[src/rtl/systolic_feeder.sv]
// rtl/systolic_feeder.sv - buffers an NxN X/W tile and streams it diagonally skewed into a systolic array
// Optional second tile buffer: define SYSTOLIC_FEEDER_DBUF_EN.
module systolic_feeder #(
  parameter int N = 4,
  parameter int W = 32
) (
  input  logic           clk,
  input  logic           rst,
  input  logic           in_valid,
  output logic           in_ready,
  input  logic [N*W-1:0] in_x,
  input  logic [N*W-1:0] in_w,
  input  logic           stall,
  output logic           start,
  output logic [N*W-1:0] x_out,
  output logic [N*W-1:0] w_out,
  output logic           done
);

  typedef logic [W-1:0] word_t;
  typedef enum logic [1:0] {S_LOAD, S_STREAM, S_FLUSH, S_DONE} state_t;

  localparam int KW = (N > 1) ? $clog2(N) : 1;
  localparam int TW = $clog2(2 * N);
  localparam logic [KW-1:0] K_LAST = KW'(N - 1);
  localparam logic [TW-1:0] T_LAST = TW'(2 * N - 2);

  state_t         r_state;
  state_t         w_state_nxt;
  logic [KW-1:0]  r_k;
  logic [KW-1:0]  r_f;
  logic [TW-1:0]  r_t;
  logic [N*W-1:0] r_x_out;
  logic [N*W-1:0] r_w_out;
  logic [N*W-1:0] w_x_step;
  logic [N*W-1:0] w_w_step;
  logic [TW-1:0]  w_off;
  logic [KW-1:0]  w_wr_idx;
  logic [KW-1:0]  w_k_done;
  logic           w_accept;
  logic           w_wr_en;
  logic           w_swap;

  assign w_accept = in_valid && in_ready;
  assign w_wr_en  = w_accept && !rst;
  assign start    = (r_state == S_STREAM) || (r_state == S_FLUSH);
  assign done     = (r_state == S_DONE);
  assign x_out    = r_x_out;
  assign w_out    = r_w_out;

`ifdef SYSTOLIC_FEEDER_DBUF_EN
  word_t         r_xbuf [2][N][N];
  word_t         r_wbuf [2][N][N];
  logic          r_rd_bank;
  logic          r_sh_full;
  logic [KW-1:0] r_sk;
  logic [KW-1:0] w_sk_nxt;
  logic          w_sh_full_nxt;
  logic          w_sh_acc;
  logic          w_wr_bank;

  // Outside LOAD, accepted beats go to the shadow bank regardless of stall.
  assign in_ready      = (r_state == S_LOAD) || !r_sh_full;
  assign w_sh_acc      = w_accept && (r_state != S_LOAD);
  assign w_wr_bank     = (r_state == S_LOAD) ? r_rd_bank : !r_rd_bank;
  assign w_wr_idx      = (r_state == S_LOAD) ? r_k : r_sk;
  assign w_sk_nxt      = w_sh_acc ? ((r_sk == K_LAST) ? '0 : r_sk + KW'(1)) : r_sk;
  assign w_sh_full_nxt = r_sh_full || (w_sh_acc && (r_sk == K_LAST));
  assign w_swap        = w_sh_full_nxt;
  // A partially filled shadow becomes the load bank, so LOAD resumes at its beat count.
  assign w_k_done      = w_sk_nxt;

  always_ff @(posedge clk) begin
    if (w_wr_en) begin
      for (int i = 0; i < N; i++) begin
        r_xbuf[w_wr_bank][i][w_wr_idx] <= in_x[i*W +: W];
        r_wbuf[w_wr_bank][w_wr_idx][i] <= in_w[i*W +: W];
      end
    end
  end

  always_ff @(posedge clk) begin
    if (rst) begin
      r_rd_bank <= 1'b0;
      r_sk      <= '0;
      r_sh_full <= 1'b0;
    end else if (r_state == S_DONE) begin
      r_rd_bank <= !r_rd_bank;
      r_sk      <= '0;
      r_sh_full <= 1'b0;
    end else begin
      r_sk      <= w_sk_nxt;
      r_sh_full <= w_sh_full_nxt;
    end
  end
`else
  word_t r_xbuf [N][N];
  word_t r_wbuf [N][N];

  assign in_ready = (r_state == S_LOAD);
  assign w_wr_idx = r_k;
  assign w_swap   = 1'b0;
  assign w_k_done = '0;

  always_ff @(posedge clk) begin
    if (w_wr_en) begin
      for (int i = 0; i < N; i++) begin
        r_xbuf[i][w_wr_idx] <= in_x[i*W +: W];
        r_wbuf[w_wr_idx][i] <= in_w[i*W +: W];
      end
    end
  end
`endif

  // Lane i carries element t-i of its row/column; outside 0..N-1 the lane is zero.
  always_comb begin
    w_x_step = '0;
    w_w_step = '0;
    w_off    = '0;
    for (int i = 0; i < N; i++) begin
      w_off = r_t - TW'(i);
      if ((r_t >= TW'(i)) && (w_off < TW'(N))) begin
`ifdef SYSTOLIC_FEEDER_DBUF_EN
        w_x_step[i*W +: W] = r_xbuf[r_rd_bank][i][w_off[KW-1:0]];
        w_w_step[i*W +: W] = r_wbuf[r_rd_bank][w_off[KW-1:0]][i];
`else
        w_x_step[i*W +: W] = r_xbuf[i][w_off[KW-1:0]];
        w_w_step[i*W +: W] = r_wbuf[w_off[KW-1:0]][i];
`endif
      end
    end
  end

  always_comb begin
    w_state_nxt = r_state;
    case (r_state)
      S_LOAD:   if (w_accept && (r_k == K_LAST)) w_state_nxt = S_STREAM;
      S_STREAM: if (!stall && (r_t == T_LAST)) w_state_nxt = S_FLUSH;
      S_FLUSH:  if (!stall && (r_f == K_LAST)) w_state_nxt = S_DONE;
      S_DONE:   w_state_nxt = w_swap ? S_STREAM : S_LOAD;
      default:  w_state_nxt = S_LOAD;
    endcase
  end

  always_ff @(posedge clk) begin
    if (rst) begin
      r_state <= S_LOAD;
      r_k     <= '0;
      r_t     <= '0;
      r_f     <= '0;
      r_x_out <= '0;
      r_w_out <= '0;
    end else begin
      r_state <= w_state_nxt;
      case (r_state)
        S_LOAD: begin
          if (w_accept) r_k <= (r_k == K_LAST) ? '0 : r_k + KW'(1);
        end
        S_STREAM: begin
          if (!stall) begin
            r_x_out <= w_x_step;
            r_w_out <= w_w_step;
            r_t     <= (r_t == T_LAST) ? '0 : r_t + TW'(1);
          end
        end
        S_FLUSH: begin
          if (!stall) begin
            r_x_out <= '0;
            r_w_out <= '0;
            r_f     <= (r_f == K_LAST) ? '0 : r_f + KW'(1);
          end
        end
        S_DONE: begin
          r_k <= w_k_done;
        end
        default: begin
          r_k <= '0;
        end
      endcase
    end
  end

endmodule

[config.mk]
export PLATFORM = sky130hd
export DESIGN_NAME = systolic_feeder
export DESIGN_NICKNAME = d
export VERILOG_FILES = /design/src/rtl/systolic_feeder.sv
export SDC_FILE = /design/constraint.sdc
export NUM_CORES = 1
export LEC_CHECK = 0
export ABC_AREA = 1
export BUFFER_PORTS_ARGS = -buffer_cell sky130_fd_sc_hd__buf_2
export CORE_ASPECT_RATIO = 0.9
export CORE_MARGIN = 4
export CORE_UTILIZATION = 45
export CTS_BUF_LIST = sky130_fd_sc_hd__clkbuf_16
export CTS_CLUSTER_DIAMETER = 80
export DETAILED_ROUTE_END_ITERATION = 12
export SETUP_SLACK_MARGIN = 0.3
export SLEW_MARGIN = 5
export SYNTH_ARGS = -nofsm -noshare
export SYNTH_HDL_FRONTEND = slang
export SYNTH_SLANG_ARGS = --single-unit
[constraint.sdc]
create_clock -name clk -period 19.75 [get_ports clk]
set_clock_uncertainty 0.15 [all_clocks]
set_input_delay 3.95 -clock clk [delete_from_list [all_inputs] [get_ports clk]]
set_output_delay 3.95 -clock clk [all_outputs]
set_load 0.01 [all_outputs]
==> Implementation_results.wiki <==
{| class="wikitable"
! Metric !! Value
|-
| Run status || completed
|-
| Largest net degree at the start of global routing || 189
|-
| Type of the tightest min-delay check || register to register
|-
| Port Buf Inserts || 518
|-
| Starting density of the core || 45.4%
|-
| Yosys warnings || 0
|-
| Total track usage || 20.7%
|-
| Netlist cell types || 27
|-
| Required time reported for the critical path endpoint || 19.96 ns
|-
| Die Area || 118000 µm²
|-
| Final global-route overflow total || 0
|-
| Number of antenna violations at the first check in global routing || 46
|-
| Count of routing violations after the opening detailed-route iteration || 2387
|-
| Register clock-pin slew on the reported worst setup and hold paths || 0.06 ns
|-
| Predominant post-synthesis flop cell || sky130_fd_sc_hd__edfxtp_1
|-
| Top post-synthesis cells by area || sky130_fd_sc_hd__edfxtp_1 61%, sky130_fd_sc_hd__nand2_1 19%, sky130_fd_sc_hd__dfxtp_1 11%, sky130_fd_sc_hd__a21oi_1 2.6%, sky130_fd_sc_hd__inv_1 1.6%
|-
| Count of standard-cell rows || 116
|-
| Global-route wire length before repair || 187 mm
|-
| First-pass DRT Iterations || 5
|-
| Number of sinks on the clock net || 1291
|-
| Total I/O pin count || 519
|-
| Core area || about 110000 µm²
|-
| Net total in the final layout || 5551
|-
| Height of the chip || 326 µm
|-
| Clock latency of the later-clocked register in the worst-skew pair || 0.74 ns
|-
| Number of remaining DRC errors || 0
|-
| Crit path capture type || register
|-
| Critical Path Start Type || primary input
|-
| Ratio of routed vias to standard cells || about 4.8
|-
| Most used standard cell by instance count after synthesis || sky130_fd_sc_hd__nand2_1
|-
| DP HPWL || 70.4 mm
|-
| Share of final-layout standard cells stronger than drive strength 1 || 14.1%
|-
| Area share of the leading cell type in the synthesized netlist || 60.9%
|-
| Via count || 33.2k
|-
| Area of the mapped netlist || 50500 µm²
|-
| Maximum capacitance violations || 0
|-
| Minimum period implied by the final worst setup slack || ~7.4 ns
|-
| Power share of the clock group || 38.0%
|-
| Number of buffers on the longest clock path || 3
|-
| Fraction of the cycle the final worst path needs || between 30% and 40%
|-
| Final slew viol count || 0
|-
| Clock buffers created by TritonCTS || around 130
|-
| Number of hold violations in the final report || 0
|-
| CP Max Fanout || 130
|-
| Synthesis-stage register bit count || 1291
|-
| Post-synth top area cell || sky130_fd_sc_hd__edfxtp_1
|-
| Number of post-CTS setup repair buffers || 0
|-
| Hold buffer count at CTS || 0
|-
| Synth async-reset ratio || 0%
|-
| TritonCTS clock tree || done
|-
| Number of instances in the synthesized netlist || ~4.8k
|-
| Sequential share of power || 49.5%
|-
| Layout Area Growth over Synthesis || 15.4%
|-
| Overall power consumption || 6.35 mW
|-
| Wirelength, routed || approximately 120 mm
|-
| Critical Path AT || 7.66 ns
|-
| Share of synthesized area occupied by flip-flops and latches || between 70% and 80%
|-
| Static Leakage || around 24 nW
|-
| Worst slew pin tran || 1.21 ns
|-
| Detail-routed net length per standard cell || 17.9 µm
|-
| # setup viols final || 0
|-
| Synthesized netlist net count || 5109
|-
| Worst-case vdd ir drop || approximately 0.08 mV
|-
| Switching part of the total power || 26.2%
|-
| Type of the worst setup path || primary input to register
|-
| Internal Pwr Total || 4.68 mW
|-
| Final Worst Setup Slack || 12.31 ns
|-
| P per Cell Area || 109 nW/µm²
|-
| Clk root buf || sky130_fd_sc_hd__clkbuf_16
|-
| Placer Congestion || between 0.7 and 0.8
|-
| Pre-CTS setup slack || approximately 11 ns
|-
| Die width || 361 µm
|-
| Setup repair after global routing missed its margin || false
|-
| Combinational share of power || 12.5%
|-
| Via count of the first global-routing pass || 31.2k
|-
| Number of synthesized flops with an enable pin || 1024
|-
| Max Clock Freq || 134 MHz
|-
| Relative slew slack || 19.4%
|-
| Commonest cells in the synthesized netlist || 2577 x sky130_fd_sc_hd__nand2_1, 1024 x sky130_fd_sc_hd__edfxtp_1, 267 x sky130_fd_sc_hd__dfxtp_1
|-
| Synth Area per Inst || 10.4 µm²
|-
| Total negative slack for setup checks || 0 ns
|-
| CTS-repair resized insts || 0
|-
| Switching pwr || 1.66 mW
|-
| H-tree lvl count || 4
|-
| Antenna-violating nets left || 0
|}
layout make-up:
class / instances / area (µm²)
fill: 9747 / 53100
sequential: 1291 / 36100
multi-input combinational: 3079 / 12200
clock buffer: 142 / 3550
timing repair buffer: 556 / 2950
tap: 1475 / 1850
inverter: 215 / 828
clock inverter: 108 / 688
antenna: 28 / 70.1
worst max-delay path: stages:
cell and delay, ns:
sky130_fd_sc_hd__buf_8 0.19, sky130_fd_sc_hd__inv_1 0.23, sky130_fd_sc_hd__nand2_1 0.26, sky130_fd_sc_hd__nor2_4 0.57, sky130_fd_sc_hd__buf_12 0.62, sky130_fd_sc_hd__buf_4 0.81
sky130_fd_sc_hd__buf_4 0.78
power by group through the flow:
| stage | combinational (mW) | clock [mW] | sequential (mW) |
|---|---|---|---|
| finish | 0.793 | 2.41 | 3.14 |
| global route | 0.903 | 2.59 | 3.15 |
| CTS | 0.811 | 2.47 | 3.14 |
| detailed placement | 0.807 | 0 | 3.20 |
| global placement | 0.798 | 0 | 3.19 |
| floorplan | 0.568 | 0 | 3.25 |
layout by cell type, fill, tap and decap left out, types with 26 or more instances in the layout:
cell | synthesis | final
sky130_fd_sc_hd__nor2_1 | 140 | 136
sky130_fd_sc_hd__diode_2 | 0 | 28
sky130_fd_sc_hd__buf_4 | 15 | 33
sky130_fd_sc_hd__dfxtp_1 | 267 | 264
sky130_fd_sc_hd__nand3_1 | 67 | 67
sky130_fd_sc_hd__inv_1 | 210 | 251
sky130_fd_sc_hd__buf_2 | 114 | 517
sky130_fd_sc_hd__a21oi_1 | 260 | 260
sky130_fd_sc_hd__clkbuf_16 | 0 | 142
sky130_fd_sc_hd__clkinv_1 | 0 | 26
sky130_fd_sc_hd__edfxtp_1 | 1024 | 1024
sky130_fd_sc_hd__nand2_1 | 2577 | 2577
state kept, by name, indices dropped and copies added (netlist names), named ones only:
register / count
r_f: 2
r_k: 2
r_state: 2
r_t: 3
r_wbuf: 512
r_xbuf: 512
w_out: 128
x_out: 128
layer usage:
metal  share of wire [%]  track usage (%)  wire length, µm
met1                  43             27.1            53500
met2                  48             34.0            58800
met3                 6.8             5.35             8380
met4                 2.3             6.28             2860
met5                0.13                0              160
cells by family after synthesis:
kind of cell / share of synthesized area (%)
simple gates: 21.0
flops: 71.5
buf+inv: 4.41
compound gates: 2.70
fa+ha+maj: 0.347
xor+xnor: 0.0174
per-stage QoR:
step | util, % | hold slack (ns) | area, µm² | std cells
2_1_floorplan | - | 0.332 | 50500 | 4835
3_3_place_gp | 48.5 | 0.300 | 53900 | 6616
3_5_place_dp | 48.5 | 0.302 | 53900 | 6616
4_1_cts | 52.3 | 0.311 | 58200 | 6866
5_1_grt | 52.3 | 0.323 | 58200 | 6877
6_report | 52.3 | 0.310 | 58300 | 6894
final timing paths:
path,from,to,slack [ns],depth (start not counted)
min reg2reg,w_out[46],w_out[46],0.31,2
max,rst,r_xbuf[0][65],12.31,7
min,w_out[46],w_out[46],0.31,2
max reg2reg,r_state[1],r_xbuf[0][65],15.13,9
Note: power is estimated with default switching activity, not from simulation.
